<file path="src/rtl/seg7_scan_reader.sv">
// Recovers a 4-digit hex value by sniffing a multiplexed active-low 7-segment display bus.
// A digit is sampled once per stable dwell; a frame completes when all four digits are captured.
module seg7_scan_reader #(
  parameter int unsigned SETTLE  = 4,
  parameter logic [23:0] TIMEOUT = 24'd1_000_000
) (
  input  logic        clk_in,
  input  logic        rst,
  input  logic [6:0]  seg_in,
  input  logic [3:0]  an_in,
  output logic [15:0] value,
  output logic        frame_valid,
  output logic        bad_pattern,
  output logic        multi_an_err,
  output logic        stale
);

  localparam int unsigned CNT_W     = 8;
  localparam logic [CNT_W-1:0] SETTLE_LAST = CNT_W'(SETTLE - 2);

  typedef enum logic [1:0] {ST_WAIT, ST_SETTLING, ST_HELD} state_t;

  state_t             state_q, state_d;
  logic [6:0]         seg_s1_q, seg_s2_q, seg_p_q;
  logic [3:0]         an_s1_q, an_s2_q, an_p_q;
  logic [CNT_W-1:0]   cnt_q, cnt_d;
  logic [23:0]        to_q, to_d;
  logic [3:0]         seen_q, seen_d, seen_base_c;
  logic [15:0]        shadow_q, shadow_d, value_q, value_d;
  logic               fv_q, fv_d, bad_q, bad_d, multi_q, multi_d, stale_q;
  logic               changed_c, single_c, multi_c, prev_multi_c, sample_c;
  logic               legal_c;
  logic [3:0]         nib_c;
  logic [1:0]         idx_c;

  // Input synchronizers plus one-cycle history for change detection
  always_ff @(posedge clk_in) begin
    if (rst) begin
      seg_s1_q <= 7'h7F;
      seg_s2_q <= 7'h7F;
      seg_p_q  <= 7'h7F;
      an_s1_q  <= 4'hF;
      an_s2_q  <= 4'hF;
      an_p_q   <= 4'hF;
    end else begin
      seg_s1_q <= seg_in;
      seg_s2_q <= seg_s1_q;
      seg_p_q  <= seg_s2_q;
      an_s1_q  <= an_in;
      an_s2_q  <= an_s1_q;
      an_p_q   <= an_s2_q;
    end
  end

  assign changed_c    = (seg_s2_q != seg_p_q) || (an_s2_q != an_p_q);
  assign single_c     = (an_s2_q == 4'b1110) || (an_s2_q == 4'b1101) ||
                        (an_s2_q == 4'b1011) || (an_s2_q == 4'b0111);
  assign multi_c      = !single_c && (an_s2_q != 4'b1111);
  assign prev_multi_c = (an_p_q != 4'b1111) && (an_p_q != 4'b1110) && (an_p_q != 4'b1101) &&
                        (an_p_q != 4'b1011) && (an_p_q != 4'b0111);

  always_comb begin
    idx_c = 2'd0;
    case (an_s2_q)
      4'b1101: idx_c = 2'd1;
      4'b1011: idx_c = 2'd2;
      4'b0111: idx_c = 2'd3;
      default: idx_c = 2'd0;
    endcase
  end

  // Active-low glyph to nibble
  always_comb begin
    legal_c = 1'b1;
    nib_c   = 4'h0;
    case (seg_s2_q)
      7'b1000000: nib_c = 4'h0;
      7'b1111001: nib_c = 4'h1;
      7'b0100100: nib_c = 4'h2;
      7'b0110000: nib_c = 4'h3;
      7'b0011001: nib_c = 4'h4;
      7'b0010010: nib_c = 4'h5;
      7'b0000010: nib_c = 4'h6;
      7'b1111000: nib_c = 4'h7;
      7'b0000000: nib_c = 4'h8;
      7'b0010000: nib_c = 4'h9;
      7'b0001000: nib_c = 4'hA;
      7'b0000011: nib_c = 4'hB;
      7'b1000110: nib_c = 4'hC;
      7'b0100001: nib_c = 4'hD;
      7'b0000110: nib_c = 4'hE;
      7'b0001110: nib_c = 4'hF;
      default:    legal_c = 1'b0;
    endcase
  end

  always_ff @(posedge clk_in) begin
    if (rst) begin
      state_q <= ST_WAIT;
      cnt_q   <= '0;
    end else begin
      state_q <= state_d;
      cnt_q   <= cnt_d;
    end
  end

  // Dwell tracking: one sample after SETTLE stable cycles
  always_comb begin
    state_d  = state_q;
    cnt_d    = cnt_q;
    sample_c = 1'b0;
    if (changed_c) begin
      cnt_d   = '0;
      state_d = single_c ? ST_SETTLING : ST_WAIT;
    end else if (state_q == ST_SETTLING) begin
      cnt_d = cnt_q + CNT_W'(1);
      if (cnt_q == SETTLE_LAST) begin
        sample_c = 1'b1;
        state_d  = ST_HELD;
      end
    end
  end

  // Frame assembly, error pulses and timeout
  always_comb begin
    seen_base_c = (to_q == TIMEOUT - 24'd1) ? 4'b0000 : seen_q;
    seen_d      = seen_base_c;
    shadow_d    = shadow_q;
    value_d     = value_q;
    fv_d        = 1'b0;
    bad_d       = 1'b0;
    multi_d     = changed_c && multi_c && !prev_multi_c;
    to_d        = (to_q == TIMEOUT) ? to_q : to_q + 24'd1;
    if (sample_c) begin
      if (legal_c) begin
        shadow_d[{idx_c, 2'b00} +: 4] = nib_c;
        seen_d = seen_base_c | (4'b0001 << idx_c);
        if (seen_d == 4'b1111) begin
          value_d = shadow_d;
          fv_d    = 1'b1;
          seen_d  = 4'b0000;
          to_d    = '0;
        end
      end else begin
        bad_d  = 1'b1;
        seen_d = seen_base_c & ~(4'b0001 << idx_c);
      end
    end
  end

  always_ff @(posedge clk_in) begin
    if (rst) begin
      to_q     <= '0;
      seen_q   <= '0;
      shadow_q <= '0;
      value_q  <= '0;
      fv_q     <= 1'b0;
      bad_q    <= 1'b0;
      multi_q  <= 1'b0;
      stale_q  <= 1'b0;
    end else begin
      to_q     <= to_d;
      seen_q   <= seen_d;
      shadow_q <= shadow_d;
      value_q  <= value_d;
      fv_q     <= fv_d;
      bad_q    <= bad_d;
      multi_q  <= multi_d;
      stale_q  <= (to_q == TIMEOUT);
    end
  end

  assign value        = value_q;
  assign frame_valid  = fv_q;
  assign bad_pattern  = bad_q;
  assign multi_an_err = multi_q;
  assign stale        = stale_q;

endmodule

</file>
<file path="config.mk">
export PLATFORM = sky130hd
export DESIGN_NAME = seg7_scan_reader
export DESIGN_NICKNAME = d
export VERILOG_FILES = /design/src/rtl/seg7_scan_reader.sv
export SDC_FILE = /design/constraint.sdc
export NUM_CORES = 1
export LEC_CHECK = 0
export ABC_AREA = 1
export CAP_MARGIN = 10
export CORE_MARGIN = 2
export CORE_UTILIZATION = 63
export DETAILED_ROUTE_END_ITERATION = 6
export PLACE_DENSITY_LB_ADDON = 0.15
export SLEW_MARGIN = 30
export SYNTH_ARGS = -nofsm -noshare
export SYNTH_HDL_FRONTEND = slang
export SYNTH_SLANG_ARGS = --single-unit
</file>
<file path="constraint.sdc">
create_clock -name clk_in -period 4.4 [get_ports clk_in]
set_clock_uncertainty 0.1 [all_clocks]
set_input_delay 0.88 -clock clk_in [delete_from_list [all_inputs] [get_ports clk_in]]
set_output_delay 0.88 -clock clk_in [all_outputs]
set_load 0.005 [all_outputs]
</file>
==> metrics.cfg <==
[clock_tree]
cts_resized = 0
clock-sinks = 107
holdBufCountCts = 0
clockBufferDepth = 2
clk_latency_ps = 370
numCtsBuffers = 9
path_clk_slew_ps = 100
ctsRootBufferMaster = clkbuf_8
h-tree-depth = 3
cts_tree = done
post_cts_buffers = 0

[timing]
setup_tns_ps = 0
hold_viol_final = 0
setup-violations-final = 0
worst_slew_pin_slew_ps = 524
final.min_clock_period_ps = 2910
rsz0062_at_grt = false
final.period_utilization_pct = 66.1
relSlewSlack_pct = 64.8
maxSlewViolCount = 0
worst_slack_ps = 1490
fmax_ghz = 0.344

[power_and_ir_drop]
power_density_nw_per_um2 = 321
p_leak_nw = 2.56
p_total_mw = 1.78
ir_drop_mv = 0.254

[layout]
fin_area_um2 = 5520
final_common_cell = nand2_1
utilization_pct = 72.2
drive_gt1_share_pct = 8.60
final_nets = 740
antenna_cells = 0
final_cell_mix = 171 x nand2_1, 120 x nor2_1, 107 x dfxtp_1
area_growth_pct = 12.5

[global_route]
grt_usage_pct = 24.9
grt_max_degree = 32
antenna_found_initial = 0
first_global_vias = 4068
grt_pass1_wl_mm = 17.5
grt_remaining_overflow = 0

[worst_setup_path]
critPathCapture = to_q[19]
worstPathMaxFanout = 24
cp.depth = 9
crit_start = cnt_q[0]
rr_startpoint = cnt_q[0]
cp.arrival_ps = 3060
path_common_cell = nand3_1
r2r_slack_ps = 1490
required_ps = 4550
slowest_delay_ps = 540
crit_family = simple AND/OR/NAND/NOR gates
critPathLaunchType = register
reg2reg_depth = 9
slowest_stage = a21oi_4
critical_path_class = register to register
endpoint_kind = register
critPathBufInv = 1
r2r_end = to_q[19]
path_cells = inv_1 -> ha_1 -> nand3_1 -> nor3_1 -> nand3_1 -> a21oi_4 -> nand2_4 -> nand2_2 -> nor2_1

[yosys]
syn_inst = 686
async_flop_share_pct = 0
yosysSeqAreaShare_pct = 43.6
syn-cell-area_um2 = 4910
synthFlopType = dfxtp_1
ys_types = 32
avgSynthCellArea_um2 = 7.16
syn-num-nets = 710
ys_ff_latch = 107
ys_warn_count = 0
synth_edf_count = 0

[worst_hold_path]
hold_path_class = register to register

[place]
pre_cts_ws_ps = 1430
io_buffers = 32
dpl.hpwl_mm = 6.71
place_congestion = 0.914
placed_area_um2 = 5290

[route]
drt_iter0_markers = 309
first_pass_iters = 5
via_count = 4217
drtAntennaViolNets = 0
drc_errors = 0
drt-total-wl_mm = 9.56
via_per_inst = 5.12
wire_per_inst_um = 11.6

[floorplan]
dieArea_um2 = 8510
die_h_um = 92.3
rows = 32
die_w_um = 92.3
initial_core_util_pct = 64.2
core_region_area_um2 = 7650
io_pins = 33

[job]
cap_violations = 0

[run_status]
status = finished clean

## layer usage
layer  up-vias  global-route usage [%]  part of all wire (%)
met5         -                       0                     0
li1       2198                       -                     -
met2        69                    43.9                    49
met1      1938                    31.3                    47
met3        12                    4.93                   3.2
met4         0                    5.97                  0.86
## where the power goes
| part | internal [mW] | total [mW] | switching (mW) | leakage [nW] |
|---|---|---|---|---|
| clock network | 0.329 | 0.675 | 0.346 | 0.112 |
| logic | 0.0408 | 0.103 | 0.0620 | 1.58 |
| registers | 0.984 | 0.997 | 0.0127 | 0.869 |
## Yosys cell counts (2+ instances only)
cell	n	area, µm²
ha_1	11	138
nor3_1	14	70.1
nand2_1	171	642
nor2_1	120	450
a21oi_1	13	65.1
buf_4	3	22.5
buf_2	2	10.0
inv_1	63	236
nor2_2	5	31.3
clkbuf_1	9	33.8
inv_2	5	18.8
xnor2_1	6	52.6
nor2_4	2	22.5
nand3_1	52	260
dfxtp_1	107	2140
nand2_2	4	25.0
nand4_1	11	68.8
or2_2	25	156
o21ai_0	27	135
xor2_1	24	210
## cell type report
cell class              instances  area (µm²)
multi-input cells             495        2430
flip-flops and latches        107        2140
fillers                       646        2120
repair buffers                 34         335
inverters                      69         259
well taps                     102         128
clock buffers                   9         124
clock inverters                 7         105
## worst min path at each step
stage,from,to,slack (ps),cells after the start
6_report,seg_s1_q[0],seg_s2_q[0],310,1
3_3_place_gp,seg_s1_q[2],seg_s2_q[2],300,1
3_5_place_dp,seg_s1_q[0],seg_s2_q[0],290,1
5_1_grt,an_s1_q[2],an_s2_q[2],330,1
4_1_cts,seg_s1_q[0],seg_s2_q[0],320,1
2_1_floorplan,an_s1_q[0],an_s2_q[0],290,1
## cell families (layout without fill, tap and decap cells)
| group | after synthesis | in the layout | share of synthesized area (%) |
|---|---|---|---|
| buf+inv | 84 | 119 | 6.86 |
| mux | 1 | 1 | 0.204 |
| flops | 107 | 107 | 43.6 |
| xor+xnor | 30 | 30 | 5.35 |
| compound gates | 45 | 45 | 5.05 |
| fa+ha+maj | 11 | 11 | 2.80 |
| simple gates | 408 | 408 | 36.1 |
## state kept, by name (all words and copies together) (netlist names), 7 cells and up
| name | count |
|---|---|
| cnt_q | 8 |
| seg_p_q | 7 |
| seg_s1_q | 7 |
| seg_s2_q | 7 |
| shadow_q | 16 |
| to_q | 24 |
| value | 16 |
## stage by stage
stage | hold slack (ps) | instances
after floorplan | 289 | 686
after global placement | 296 | 807
after detailed placement | 293 | 807
after CTS | 319 | 823
after global routing | 332 | 823
final | 314 | 823
(Power assumes the default switching activity.)
